==> config.mk <==
export PLATFORM = sky130hd
export DESIGN_NAME = wb_commit_flat
export DESIGN_NICKNAME = d
export VERILOG_FILES = /design/src/rtl/wb_commit_pkg.sv /design/src/rtl/wb_commit_if.sv /design/src/rtl/wb_commit_fifo.sv /design/src/rtl/wb_commit.sv /design/src/flat_wrapper.sv
export SDC_FILE = /design/constraint.sdc
export NUM_CORES = 1
export LEC_CHECK = 0
export BUFFER_PORTS_ARGS = -buffer_cell sky130_fd_sc_hd__clkbuf_2
export CORE_MARGIN = 5
export CORE_UTILIZATION = 59
export CTS_CLUSTER_SIZE = 30
export DETAILED_ROUTE_END_ITERATION = 8
export PLACE_DENSITY = 0.89
export SLEW_MARGIN = 20
export SYNTH_ARGS = -nofsm -noshare
export SYNTH_HDL_FRONTEND = slang
export SYNTH_SLANG_ARGS = --single-unit
==> constraint.sdc <==
create_clock -name clk -period 10.3 [get_ports clk]
set_input_delay 2.06 -clock clk [delete_from_list [all_inputs] [get_ports clk]]
set_output_delay 2.06 -clock clk [all_outputs]
set_load 0.005 [all_outputs]
==> src/rtl/wb_commit_pkg.sv <==
// Shared types and constants for the writeback commit buffer.
package wb_commit_pkg;

    localparam logic [3:0]  ADDR_PC = 4'd15;
    localparam int unsigned ENTRY_W = 70;

    // Packed layout: data[31:0], addr[35:32], reg_en[36], cpsr[68:37], cpsr_en[69]
    typedef struct packed {
        logic        cpsr_en;
        logic [31:0] cpsr;
        logic        reg_en;
        logic [3:0]  addr;
        logic [31:0] data;
    } wb_entry_t;

    // An entry that writes neither a register nor CPSR carries no work.
    function automatic logic entry_live(input wb_entry_t e);
        return e.reg_en | e.cpsr_en;
    endfunction

    // A queued PC write must wait while fetch is updating the PC this cycle.
    function automatic logic pc_conflict(input wb_entry_t e, input logic pc_valid);
        return e.reg_en && (e.addr == ADDR_PC) && pc_valid;
    endfunction

endpackage

==> src/rtl/wb_commit_if.sv <==
// Writeback-to-commit handshake bundle.
interface wb_commit_if;

    logic        wb_valid;
    logic        wb_ready;
    logic [31:0] wb_data;
    logic [3:0]  wb_addr;
    logic        wb_reg_en;
    logic [31:0] wb_cpsr;
    logic        wb_cpsr_en;

    modport master (
        output wb_valid, wb_data, wb_addr, wb_reg_en, wb_cpsr, wb_cpsr_en,
        input  wb_ready
    );

    modport slave (
        input  wb_valid, wb_data, wb_addr, wb_reg_en, wb_cpsr, wb_cpsr_en,
        output wb_ready
    );

endinterface

==> src/rtl/wb_commit_fifo.sv <==
// Circular buffer for commit entries; exposes storage for the bypass query.
module wb_commit_fifo
    import wb_commit_pkg::*;
#(
    parameter int unsigned DEPTH = 4,
    parameter int unsigned CNT_W = 3,
    parameter int unsigned W     = ENTRY_W,
    localparam int unsigned PTR_W = $clog2(DEPTH)
) (
    input  logic                      clk,
    input  logic                      reset,
    input  logic                      push_i,
    input  logic [W-1:0]              push_data_i,
    input  logic                      pop_i,
    output logic [W-1:0]              head_data_o,
    output logic [PTR_W-1:0]          head_o,
    output logic [CNT_W-1:0]          count_o,
    output logic [DEPTH-1:0]          valid_o,
    output logic [DEPTH-1:0][W-1:0]   entries_o
);

    logic [DEPTH-1:0][W-1:0] mem_q;
    logic [DEPTH-1:0]        valid_q, valid_d;
    logic [PTR_W-1:0]        head_q, head_d;
    logic [PTR_W-1:0]        tail_q, tail_d;
    logic [CNT_W-1:0]        count_q, count_d;

    // Pointer, occupancy and valid-bit bookkeeping for push/pop.
    always_comb begin
        head_d  = head_q;
        tail_d  = tail_q;
        count_d = count_q;
        valid_d = valid_q;
        if (pop_i) begin
            valid_d[head_q] = 1'b0;
            head_d          = head_q + 1'b1;
        end
        if (push_i) begin
            valid_d[tail_q] = 1'b1;
            tail_d          = tail_q + 1'b1;
        end
        case ({push_i, pop_i})
            2'b10:   count_d = count_q + 1'b1;
            2'b01:   count_d = count_q - 1'b1;
            default: count_d = count_q;
        endcase
    end

    // Control state with synchronous active-low reset.
    always_ff @(posedge clk) begin
        if (!reset) begin
            head_q  <= '0;
            tail_q  <= '0;
            count_q <= '0;
            valid_q <= '0;
        end else begin
            head_q  <= head_d;
            tail_q  <= tail_d;
            count_q <= count_d;
            valid_q <= valid_d;
        end
    end

    // Entry storage; contents are qualified by valid bits, so no reset needed.
    always_ff @(posedge clk) begin
        if (push_i) begin
            mem_q[tail_q] <= push_data_i;
        end
    end

    assign head_data_o = mem_q[head_q];
    assign head_o      = head_q;
    assign count_o     = count_q;
    assign valid_o     = valid_q;
    assign entries_o   = mem_q;

endmodule

==> src/rtl/wb_commit.sv <==
// Commit buffer between writeback and the register bank, with bypass query.
module wb_commit
    import wb_commit_pkg::*;
#(
    parameter int unsigned DEPTH = 4,
    parameter int unsigned CNT_W = 3
) (
    input  logic              clk,
    input  logic              reset,
    wb_commit_if.slave        wb,
    input  logic              pc_valid,
    input  logic [31:0]       pc_data,
    input  logic              rb_busy,
    output logic              rb_we,
    output logic [3:0]        rb_addr,
    output logic [31:0]       rb_data,
    output logic              rb_cpsr_we,
    output logic [31:0]       rb_cpsr,
    output logic              rb_pc_we,
    output logic [31:0]       rb_pc,
    input  logic [3:0]        q_addr,
    output logic              q_hit,
    output logic [31:0]       q_data,
    output logic [CNT_W-1:0]  count,
    output logic              empty
);

    localparam int unsigned PTR_W = $clog2(DEPTH);

    wb_entry_t                      in_entry;
    wb_entry_t                      head_entry;
    logic [ENTRY_W-1:0]             head_raw;
    logic [PTR_W-1:0]               head_ptr;
    logic [CNT_W-1:0]               cnt;
    logic [DEPTH-1:0]               ent_valid;
    logic [DEPTH-1:0][ENTRY_W-1:0]  ents;
    logic                           push;
    logic                           pop;

    logic        rb_we_q,      rb_we_d;
    logic [3:0]  rb_addr_q,    rb_addr_d;
    logic [31:0] rb_data_q,    rb_data_d;
    logic        rb_cpsr_we_q, rb_cpsr_we_d;
    logic [31:0] rb_cpsr_q,    rb_cpsr_d;
    logic        rb_pc_we_q,   rb_pc_we_d;
    logic [31:0] rb_pc_q,      rb_pc_d;

    // Pack the incoming writeback result into a queue entry.
    always_comb begin
        in_entry.cpsr_en = wb.wb_cpsr_en;
        in_entry.cpsr    = wb.wb_cpsr;
        in_entry.reg_en  = wb.wb_reg_en;
        in_entry.addr    = wb.wb_addr;
        in_entry.data    = wb.wb_data;
    end

    // Ready comes from registered occupancy only, so it never depends on wb_valid.
    assign wb.wb_ready = (cnt < CNT_W'(DEPTH));
    assign push        = wb.wb_valid && wb.wb_ready && entry_live(in_entry);
    assign head_entry  = wb_entry_t'(head_raw);
    assign pop         = (cnt != '0) && !rb_busy && !pc_conflict(head_entry, pc_valid);

    wb_commit_fifo #(
        .DEPTH (DEPTH),
        .CNT_W (CNT_W),
        .W     (ENTRY_W)
    ) u_fifo (
        .clk         (clk),
        .reset       (reset),
        .push_i      (push),
        .push_data_i (in_entry),
        .pop_i       (pop),
        .head_data_o (head_raw),
        .head_o      (head_ptr),
        .count_o     (cnt),
        .valid_o     (ent_valid),
        .entries_o   (ents)
    );

    // Next-state for the register-bank output register and the PC path.
    always_comb begin
        rb_we_d      = 1'b0;
        rb_cpsr_we_d = 1'b0;
        rb_addr_d    = rb_addr_q;
        rb_data_d    = rb_data_q;
        rb_cpsr_d    = rb_cpsr_q;
        if (pop) begin
            rb_we_d      = head_entry.reg_en;
            rb_cpsr_we_d = head_entry.cpsr_en;
            rb_addr_d    = head_entry.addr;
            rb_data_d    = head_entry.data;
            rb_cpsr_d    = head_entry.cpsr;
        end
        rb_pc_we_d = pc_valid;
        rb_pc_d    = pc_valid ? pc_data : rb_pc_q;
    end

    // Output register with synchronous active-low reset.
    always_ff @(posedge clk) begin
        if (!reset) begin
            rb_we_q      <= 1'b0;
            rb_addr_q    <= '0;
            rb_data_q    <= '0;
            rb_cpsr_we_q <= 1'b0;
            rb_cpsr_q    <= '0;
            rb_pc_we_q   <= 1'b0;
            rb_pc_q      <= '0;
        end else begin
            rb_we_q      <= rb_we_d;
            rb_addr_q    <= rb_addr_d;
            rb_data_q    <= rb_data_d;
            rb_cpsr_we_q <= rb_cpsr_we_d;
            rb_cpsr_q    <= rb_cpsr_d;
            rb_pc_we_q   <= rb_pc_we_d;
            rb_pc_q      <= rb_pc_d;
        end
    end

    // Bypass query: youngest matching pending write wins.
    // The output register is the oldest pending write, so it seeds the search;
    // FIFO slots are then walked oldest->youngest so later matches override.
    always_comb begin
        logic [PTR_W-1:0] idx;
        wb_entry_t        e;
        q_hit  = 1'b0;
        q_data = '0;
        idx    = '0;
        e      = '0;
        if (rb_we_q && (rb_addr_q == q_addr)) begin
            q_hit  = 1'b1;
            q_data = rb_data_q;
        end
        for (int unsigned i = 0; i < DEPTH; i++) begin
            idx = head_ptr + PTR_W'(i);
            e   = wb_entry_t'(ents[idx]);
            if (ent_valid[idx] && e.reg_en && (e.addr == q_addr)) begin
                q_hit  = 1'b1;
                q_data = e.data;
            end
        end
    end

    assign rb_we      = rb_we_q;
    assign rb_addr    = rb_addr_q;
    assign rb_data    = rb_data_q;
    assign rb_cpsr_we = rb_cpsr_we_q;
    assign rb_cpsr    = rb_cpsr_q;
    assign rb_pc_we   = rb_pc_we_q;
    assign rb_pc      = rb_pc_q;
    assign count      = cnt;
    assign empty      = (cnt == '0);

endmodule

==> src/flat_wrapper.sv <==
// flat-port wrapper written by rule: the top's interface ports become plain ports
module wb_commit_flat import wb_commit_pkg::*;
#(
    parameter int unsigned DEPTH = 4,
    parameter int unsigned CNT_W = 3
)
  (clk, reset, pc_valid, pc_data, rb_busy, rb_we, rb_addr, rb_data, rb_cpsr_we, rb_cpsr, rb_pc_we, rb_pc, q_addr, q_hit, q_data, count, empty, wb_wb_valid, wb_wb_data, wb_wb_addr, wb_wb_reg_en, wb_wb_cpsr, wb_wb_cpsr_en, wb_wb_ready);
  wb_commit_if wb_i ();
  input  logic clk;
  input  logic reset;
  input  logic pc_valid;
  input  logic [31:0] pc_data;
  input  logic rb_busy;
  output logic rb_we;
  output logic [3:0] rb_addr;
  output logic [31:0] rb_data;
  output logic rb_cpsr_we;
  output logic [31:0] rb_cpsr;
  output logic rb_pc_we;
  output logic [31:0] rb_pc;
  input  logic [3:0] q_addr;
  output logic q_hit;
  output logic [31:0] q_data;
  output logic [CNT_W-1:0] count;
  output logic empty;
  input wire logic [$bits(wb_i.wb_valid)-1:0] wb_wb_valid;
  input wire logic [$bits(wb_i.wb_data)-1:0] wb_wb_data;
  input wire logic [$bits(wb_i.wb_addr)-1:0] wb_wb_addr;
  input wire logic [$bits(wb_i.wb_reg_en)-1:0] wb_wb_reg_en;
  input wire logic [$bits(wb_i.wb_cpsr)-1:0] wb_wb_cpsr;
  input wire logic [$bits(wb_i.wb_cpsr_en)-1:0] wb_wb_cpsr_en;
  output wire logic [$bits(wb_i.wb_ready)-1:0] wb_wb_ready;
  assign wb_i.wb_valid = wb_wb_valid;
  assign wb_i.wb_data = wb_wb_data;
  assign wb_i.wb_addr = wb_wb_addr;
  assign wb_i.wb_reg_en = wb_wb_reg_en;
  assign wb_i.wb_cpsr = wb_wb_cpsr;
  assign wb_i.wb_cpsr_en = wb_wb_cpsr_en;
  assign wb_wb_ready = wb_i.wb_ready;
  wb_commit #(.DEPTH(DEPTH), .CNT_W(CNT_W)) u_core (.clk(clk), .reset(reset), .wb(wb_i), .pc_valid(pc_valid), .pc_data(pc_data), .rb_busy(rb_busy), .rb_we(rb_we), .rb_addr(rb_addr), .rb_data(rb_data), .rb_cpsr_we(rb_cpsr_we), .rb_cpsr(rb_cpsr), .rb_pc_we(rb_pc_we), .rb_pc(rb_pc), .q_addr(q_addr), .q_hit(q_hit), .q_data(q_data), .count(count), .empty(empty));
endmodule
==> impl_metrics.ini, run 1 <==
[cts]
cts_resized = 0
holdBufCountCts = 0
numCtsBuffers = 42
clock_latency_ps = 550
path_clk_slew_ps = 60
numClockSinks = 394
clock_tree.root_cell = clkbuf_16
cts_tree = done
clk_path_buf_depth = 3
htree_levels = 2
cts_setup_buffers = 0

[synthesis]
synth_edf_count = 280
yosysWarnings = 0
ys_ff_latch = 394
syn_area_mm2 = 0.0189
async_reset_ff_share_pct = 0
synthTopCellsByArea = edfxtp_1 45%, mux4_2 12%, dfxtp_1 12%
synth_cells = 1404
synth.distinct_cells = 56
synth_nets = 1525
syn_avg_cell_area_um2 = 13.4
yosys_most_used_dff = edfxtp_1
synth_area_leader_cell = edfxtp_1
yosysTopAreaCellShare_pct = 44.6
synth-seq-area-share_pct = 56.7

[final_layout]
syn2layout_area_growth_pct = 14.7
layout-drive-gt1-share_pct = 31.4
layout.nets = 1715
regArea_mm2 = 0.0107
n_fill_cell = 2139
final_cell_area_mm2 = 0.0216
fin_util_pct = 68.6
multi_input_area_mm2 = 0.00760

[route]
drt_pre_antenna_iters = 7
wl_um = 44700
postRouteAntennaNets = 0
wl_per_cell_um = 22.0
drc_errors = 0
first_iter_violations = 1117
vias_per_cell = 6.22
dr_total_vias = 12600

[placed_design]
globalplace.congestion = 0.852
placed_area_mm2 = 0.0202
place_hpwl_um = 27000
io_buffers = 251

[worst_hold_path]
holdPathStages = 2
hp-class = reg -> reg
holdPathEnd = u_core.rb_cpsr[1]
hold_start = u_core.rb_cpsr[1]

[power]
switching_share_pct = 32.0
clkPwrFrac_pct = 29.4
p_per_area_mw_per_mm2 = 235
internal_power_w = 0.00346
power.leakage_nw = 7.75
ir_drop_mv = 0.239
switchingPower_w = 0.00163
p_comb_share_pct = 30.5
power_frac_seq_pct = 40.1

[worst_setup_path]
ff2ff_path_depth = 11
r2r_setup_slack_ps = 5420
r2r_end = u_core.u_fifo.valid_o[3]
cp-start-kind = flop
r2r_start = u_core.u_fifo.head_o[0]
slowest_stage = dfxtp_4
cpPeakStageDelay_ps = 980
worst_ep_arrival_time_ps = 5350
end_kind = primary output
worstPathRequired_ps = 8240
path_class = reg -> out
cp_max_fo = 136
crit_chain = inv_1 > ha_4 > buf_6 > mux4_2 > xor2_1 > nor4_4 > nand2b_1 > buf_4 > o221a_1 > clkbuf_2

[global_routing]
grt.total_usage_pct = 24.6
grt_pass1_wl_um = 70500
grt_max_degree = 164
overflow = 0
first_global_vias = 12700
antenna_found_initial = 5

[floorplan]
die_w_um = 189
core_mm2 = 0.0316
rows = 65
die-area_mm2 = 0.0357
io-pin-count = 252
start_util_pct = 59.8
fp.dieH_um = 189

[timing]
worst_clock_skew_ps = 24.8
setup_tns_ps = 0
tightest_slew_ps = 1120
hold_viol_final = 0
slew_headroom_pct = 25.3
setup_viol = 0
drv_slew = 0
hold_ws_ps = 455
period_share_pct = 71.9
rsz0062_at_grt = no
fmax_mhz = 135
finalCriticalPeriod_ps = 7410

[run]
drv_cap = 0

[status]
status = completed
-- synth_stat cells (10+ instances only) --
cell,n
a211o_1,31
a211oi_2,30
a21boi_0,33
a21boi_1,41
and2_1,10
buf_2,33
buf_6,10
clkbuf_1,63
dfxtp_1,114
edfxtp_1,280
inv_1,10
mux2_2,34
mux2i_1,77
mux4_2,103
nand2_1,269
nor2b_1,33
nor3_1,33
o21ai_0,70
o221a_1,30
xnor2_1,12
xor2_1,14
-- stage by stage --
| step | total power, W | setup slack (ps) | instances |
|---|---|---|---|
| 2_1_floorplan | 0.00321 | 4390 | 1404 |
| 3_3_place_gp | 0.00355 | 3220 | 1950 |
| 3_5_place_dp | 0.00361 | 3150 | 1950 |
| 4_1_cts | 0.00510 | 2630 | 2028 |
| 5_1_grt | 0.00535 | 2580 | 2032 |
| 6_report | 0.00509 | 2890 | 2033 |
-- cell families (layout without fill, tap and decap cells) --
kind of cell	Yosys count	after routing	share of synthesized area, %
DFF	394	394	56.7
and+or+nand+nor	371	371	8.55
AOI/OAI and AO/OA	258	258	11.0
muxes	215	215	18.5
buffers and inverters	130	354	3.32
xor gates and xnor gates	26	26	1.21
adders and majority gates	10	10	0.703
other	0	3	0
-- worst max-delay path by stage --
stage / slack (ps) / from / depth (start not counted) / end
2_1_floorplan: 4390 / q_addr[2] / 7 / q_data[10]
3_3_place_gp: 3220 / q_addr[1] / 8 / q_data[2]
3_5_place_dp: 3150 / q_addr[1] / 8 / q_data[1]
4_1_cts: 2630 / u_core.u_fifo.head_o[1] / 11 / q_data[4]
5_1_grt: 2580 / u_core.u_fifo.head_o[1] / 11 / q_data[4]
6_report: 2890 / u_core.u_fifo.head_o[1] / 10 / q_data[4]
-- placed cells by master (no fill, tap or decap), types with 8 or more instances in the layout --
cell,synthesis,routed
edfxtp_1,280,280
a21boi_0,33,33
o21ai_0,70,70
a211oi_2,30,30
ha_1,9,8
mux2i_1,77,77
clkbuf_2,0,250
mux2_2,34,34
nor2b_1,33,33
inv_1,10,10
a21boi_1,41,41
a211o_1,31,31
buf_4,6,11
xnor2_1,12,12
mux4_2,103,103
xor2_1,14,14
o221a_1,30,30
nand2_1,269,269
clkbuf_16,0,43
clkbuf_1,63,11
dfxtp_1,114,112
nor3_1,33,33
-- flip-flops by register name (all words and copies together) (netlist names), 2 cells and up --
| name | cells |
|---|---|
| u_core.rb_addr | 4 |
| u_core.rb_cpsr | 32 |
| u_core.rb_data | 32 |
| u_core.rb_pc | 32 |
| u_core.u_fifo.count_o | 3 |
| u_core.u_fifo.entries_o | 280 |
| u_core.u_fifo.head_o | 2 |
| u_core.u_fifo.tail_q | 2 |
| u_core.u_fifo.valid_o | 4 |
-- routing by layer --
metal	wire length (µm)	GRT usage (%)
met4	1280	7.76
met1	17100	31.7
met2	22400	42.5
met3	3880	4.96
met5	43	0
-- power by group through the flow --
| stage | logic [W] | registers, W | clock network, W |
|---|---|---|---|
| finish | 0.00155 | 0.00204 | 0.00150 |
| global route | 0.00169 | 0.00206 | 0.00159 |
| CTS | 0.00155 | 0.00204 | 0.00152 |
| detailed placement | 0.00154 | 0.00207 | 0 |
| global placement | 0.00149 | 0.00206 | 0 |
| floorplan | 0.00120 | 0.00201 | 0 |
-- area by class of cell --
class | instances | area share [%]
clock buffers | 55 | 5.23
repair buffers | 265 | 6.53
clock inverters | 23 | 1.14
well taps | 402 | 2.32
inverters | 11 | 0.197
diodes | 3 | 0.0347
flip-flops and latches | 394 | 49.4
multi-input cells | 880 | 35.1
-- critical path: cells and delay by family (launching register included) --
family | cells | cell delay (ps)
AO/OA/AOI/OAI | 1 | 290
XOR/XNOR | 1 | 180
adder cells (fa/ha/maj) | 1 | 360
buffers and inverters | 4 | 1460
flip-flops | 1 | 980
multiplexers | 1 | 600
AND/OR/NAND/NOR | 2 | 870
Note: power is estimated with default switching activity, not from simulation.
==> inputs of run 2 (changes only) <==
CORE_UTILIZATION = 58   (was 59)
PLACE_DENSITY = 0.88   (was 0.89)
clock period = 7.45 ns   (was 10.3 ns; I/O delays follow)
==> run 2 against run 1 <==
- setup slack worse by 1900 ps
- wire length grew 2.3%
- sequential cell count unchanged
- first-iteration DRC count shrank 13%
- critical path depth unchanged
- clock power is 46% higher
- non-clock buffer count up 5
- via count grew 0.17%
- utilization shrank 1.1 points
- clock skew fell by 5.5 ps
- sequential share of layout area is 0.35 points lower
==> impl_metrics.ini, run 2 (same netlist as run 1, synthesis figures left out) <==
[final_layout]
multi_input_area_mm2 = 0.00760
stdcell_count = 2079
n_fill_cell = 2225
final_common_cell = edfxtp_1
final_cell_mix = 280 x edfxtp_1, 269 x nand2_1, 250 x clkbuf_2
syn2layout_area_growth_pct = 15.6
largest_reg_flops = 280
regArea_mm2 = 0.0107
layout-drive-gt1-share_pct = 32.1
fin_util_pct = 67.5
layout.nets = 1720

[route]
vias_per_cell = 6.09
first_iter_violations = 974
wl_um = 45700
drt_pre_antenna_iters = 5
postRouteAntennaNets = 0
wl_per_cell_um = 22.0
drc_errors = 0
dr_total_vias = 12700

[cts]
cts_setup_buffers = 0
clock_tree.root_cell = clkbuf_16
cts_resized = 0
htree_levels = 2
numCtsBuffers = 42
clk_path_buf_depth = 3
holdBufCountCts = 0
clock_latency_ps = 540
path_clk_slew_ps = 60
numClockSinks = 394
cts_tree = done

[global_routing]
antenna_found_initial = 4
first_global_vias = 12800
grt.total_usage_pct = 24.8
grt_max_degree = 115
grt_pass1_wl_um = 71400
overflow = 0

[timing]
tightest_slew_ps = 1020
hold_ws_ps = 453
setup_viol = 0
period_share_pct = 86.5
slew_headroom_pct = 32.3
drv_slew = 0
finalCriticalPeriod_ps = 6440
fmax_mhz = 155
rsz0062_at_grt = no
setup_tns_ps = 0
worst_clock_skew_ps = 19.3
hold_viol_final = 0

[placed_design]
dp_cells = 1996
io_buffers = 251
globalplace.congestion = 0.841
place_hpwl_um = 28500

[worst_setup_path]
critical_path.most_common_cell = buf_4
crit_chain = inv_1 > ha_4 > mux4_2 > xor2_1 > nor4_4 > buf_4 > nand2b_1 > buf_4 > o221a_1 > clkbuf_2
end_kind = primary output
cp_max_fo = 67
cpPeakStageDelay_ps = 840
path_class = reg -> out
worstPathRequired_ps = 5960
slowest_stage = dfxtp_4
cp-start-kind = flop
worst_ep_arrival_time_ps = 4950

[run]
drv_cap = 0

[floorplan]
die_w_um = 190
start_util_pct = 58.4
core_mm2 = 0.0323
fp.dieH_um = 190
io-pin-count = 252
rows = 66
die-area_mm2 = 0.0362

[power]
power.leakage_nw = 7.82
power_w = 0.00718
ir_drop_mv = 0.275
p_per_area_mw_per_mm2 = 329

[status]
status = completed

[worst_hold_path]
hp-class = reg -> reg
==> run 2: cell count changes in the layout (fill, tap and decap cells not counted), sizes merged <==
cell,previous run,this run
bufinv,4,6
buf,15,20
clkinv,15,9
clkbuf,305,303
inv,10,15
clkinvlp,5,6
diode,3,4
==> run 2: layout make-up <==
cell class	count	share of cell area, %
antenna	4	0.0459
clock buffer	53	5.30
clock inverter	25	1.45
inverter	11	0.189
multi-input combinational	880	34.9
sequential	394	49.1
tap	442	2.54
timing repair buffer	270	6.54
==> run 2: power breakdown <==
group / internal (W) / switching (W) / leakage [nW]
sequential: 0.00261 / 0.000213 / 3.49
clock: 0.00132 / 0.000869 / 0.706
combinational: 0.000947 / 0.00121 / 3.62
==> run 2: final timing paths <==
| path | cells past startpoint | from | to | slack, ps |
|---|---|---|---|---|
| setup reg to reg | 13 | u_core.u_fifo.head_o[0] | u_core.u_fifo.count_o[2] | 2670 |
| setup / recovery | 10 | u_core.u_fifo.head_o[0] | q_data[22] | 1010 |
| hold / removal | 2 | u_core.rb_cpsr[0] | u_core.rb_cpsr[0] | 450 |
| hold reg to reg | 2 | u_core.rb_cpsr[0] | u_core.rb_cpsr[0] | 450 |
==> run 2: metrics by stage <==
step / instance area [µm²] / setup WS (ps)
CTS: 21800 / 980
floorplan: 18900 / 2680
finish: 21800 / 1010
detailed placement: 20300 / 1560
global placement: 20300 / 1680
global route: 21800 / 678
==> run 2: worst max-delay path, delay by kind of cell, from the launching register on <==
kind	cells	cell delay [ps]
AO/OA/AOI/OAI	1	290
buffers and inverters	4	1380
AND/OR/NAND/NOR	2	340
XOR/XNOR	1	190
flip-flops	1	840
adder cells (fa/ha/maj)	1	720
multiplexers	1	590
==> run 2: per-layer routing <==
metal  share of wire, %  up-vias  GRT usage [%]
li1                   -     5717              -
met1                 38     6306           32.6
met2                 51      542           42.4
met3                7.7       97           4.39
met4                3.3        2           8.43
met5              0.028        -              0
==> inputs of run 3 (changes only) <==
CORE_UTILIZATION = 59   (was 58)
CTS_CLUSTER_SIZE = 25   (was 30)
PLACE_DENSITY = 0.89   (was 0.88)
SYNTH_HIERARCHICAL = 1   (was default)
==> run 3 against run 2 <==
- setup slack gained 290 ps
- clock skew rose by 2.3 ps
- synthesized cell count grew 11%
- area after synthesis is 7.1% higher
- sequential power about the same
- first-iteration DRC count is 18% higher
- sequential share of layout area fell by 2.6 points
- power down 2.6%
- worst hold slack improved by 13 ps
- combinational power down 7%
- clock power decreased by 2%
- sequential cell count unchanged
- critical endpoint is now q_data[31]
- largest cell class unchanged
==> impl_metrics.ini, run 3 <==
[final_layout]
final_common_cell = nand2_1
layout.nets = 1875
stdcell_count = 2237
layout-drive-gt1-share_pct = 29.5
syn2layout_area_growth_pct = 13.8
largest_reg_flops = 280
final_cell_area_mm2 = 0.0230
final_cell_mix = 285 x nand2_1, 280 x edfxtp_1, 250 x clkbuf_2
n_fill_cell = 2352

[synthesis]
ys_ff_latch = 394
yosys_most_used_dff = edfxtp_1
syn_avg_cell_area_um2 = 12.9
synth_area_leader_cell = edfxtp_1
synth.distinct_cells = 55
syn_area_mm2 = 0.0202
yosysWarnings = 6
synth_nets = 1686
synthTopCellsByCount = 285 x nand2_1, 280 x edfxtp_1, 201 x mux2i_1, 114 x dfxtp_1, 77 x mux4_2
yosysTopAreaCellShare_pct = 41.6
async_reset_ff_share_pct = 0
synth_cells = 1565
synthTopCellsByArea = edfxtp_1 42%, dfxtp_1 11%, mux2i_1 10%
synth_most_common_cell = nand2_1
synth-seq-area-share_pct = 52.9
synth_edf_count = 280

[power]
p_per_area_mw_per_mm2 = 304
power_w = 0.00699
ir_drop_mv = 0.258
power.leakage_nw = 8.26

[placed_design]
placed_area_mm2 = 0.0215
io_buffers = 251
place_hpwl_um = 30300
globalplace.congestion = 0.831
dp_cells = 2157

[route]
drt_pre_antenna_iters = 5
dr_total_vias = 14000
vias_per_cell = 6.24
wl_um = 50100
wl_per_cell_um = 22.4
first_iter_violations = 1149
drc_errors = 0
postRouteAntennaNets = 0

[worst_setup_path]
worst_ep_arrival_time_ps = 4660
cp-endpoint = q_data[31]
r2r_start = u_core/u_fifo/head_o[0]
critPathLaunch = u_core/u_fifo/head_o[0]
end_kind = primary output
worstPathRequired_ps = 5960
r2r_end = u_core/u_fifo/valid_o[3]
cp_max_fo = 102
cp-start-kind = flop
r2r_setup_slack_ps = 3050
ff2ff_path_depth = 8
path_class = reg -> out

[cts]
clk_path_buf_depth = 3
holdBufCountCts = 0
cts_tree = done
clock_tree.root_cell = clkbuf_16
numClockSinks = 394
cts_setup_buffers = 0
cts_resized = 0
path_clk_slew_ps = 60
clock_latency_ps = 540
htree_levels = 2
numCtsBuffers = 42

[timing]
rsz0062_at_grt = no
slew_headroom_pct = 26.3
hold_viol_final = 0
drv_slew = 0
fmax_mhz = 162
tightest_slew_ps = 1110
finalCriticalPeriod_ps = 6150
worst_clock_skew_ps = 21.6
setup_viol = 0
period_share_pct = 82.6
setup_tns_ps = 0

[status]
status = completed

[run]
drv_cap = 0

[worst_hold_path]
hp-class = reg -> reg

[floorplan]
io-pin-count = 252
die_w_um = 195
core_mm2 = 0.0337
fp.dieH_um = 195
start_util_pct = 60.0
rows = 67
die-area_mm2 = 0.0381

[global_routing]
grt_pass1_wl_um = 78100
grt.total_usage_pct = 25.4
grt_max_degree = 197
overflow = 0
first_global_vias = 14300
antenna_found_initial = 8
[run 3: cell count changes after synthesis, sizes merged, moves of 9 or more]
cell	before	now
mux2i	78	201
mux2	34	67
a22oi	0	32
a211o	31	0
o221a	31	0
or4	1	32
nor3	33	4
o311ai	0	26
mux4	103	79
nand2	269	285
clkbuf	63	72
[run 3: layout make-up]
type	count	area, µm²	share of cell area [%]
sequential	394	10700	46.5
multi-input combinational	1033	8810	38.3
clock inverter	21	263	1.14
inverter	9	37.5	0.163
clock buffer	56	1170	5.11
timing repair buffer	274	1460	6.36
tap	448	561	2.44
antenna	2	5.00	0.0217
[run 3: critical path, stage by stage, from the launching register on]
cell,delay [ps]
dfxtp_4,990
buf_4,940
nand2b_1,130
mux2_1,330
a21o_1,180
buf_4,250
nor3_2,220
buf_4,300
o311ai_0,190
a22oi_1,360
clkbuf_2,180
[run 3: where the power goes]
group	leakage (nW)	internal (W)	switching [W]
clock network	0.679	0.00129	0.000851
registers	3.49	0.00261	0.000234
logic	4.09	0.000878	0.00113
[run 3: worst min-delay path by stage]
stage	startpoint	to	slack [ps]	depth (start not counted)
global placement	u_core/rb_cpsr[6]	u_core/rb_cpsr[6]	450	2
floorplan	u_core/rb_cpsr[29]	u_core/rb_cpsr[29]	460	2
CTS	u_core/rb_cpsr[1]	u_core/rb_cpsr[1]	470	2
global route	u_core/rb_cpsr[3]	u_core/rb_cpsr[3]	480	2
finish	u_core/rb_cpsr[20]	u_core/rb_cpsr[20]	470	2
detailed placement	u_core/rb_cpsr[1]	u_core/rb_cpsr[1]	460	2
[run 3: per-layer routing]
metal | global-route usage (%) | up-vias | share of wire (%)
met5 | 0 | - | 0.19
met4 | 8.38 | 12 | 3.0
met3 | 5.82 | 132 | 9.5
met2 | 43.7 | 644 | 50
met1 | 32.0 | 6870 | 38
li1 | - | 6308 | -
[run 3: kinds of logic after synthesis]
family                   after synthesis  share of synthesized area, %
AO/OA/AOI/OAI                        265                          9.89
XOR/XNOR                              25                          1.12
adder cells (fa/ha/maj)               10                         0.656
buffers and inverters                138                          3.73
flip-flops                           394                          52.9
multiplexers                         347                          23.1
AND/OR/NAND/NOR                      386                          8.65
[run 3: per-stage QoR]
| stage | setup slack [ps] | util (%) | hold slack (ps) |
|---|---|---|---|
| floorplan | 2700 | - | 460 |
| global placement | 1880 | 63.9 | 452 |
| detailed placement | 1830 | 63.9 | 459 |
| CTS | 1250 | 68.2 | 468 |
| global route | 831 | 68.3 | 482 |
| finish | 1300 | 68.3 | 466 |
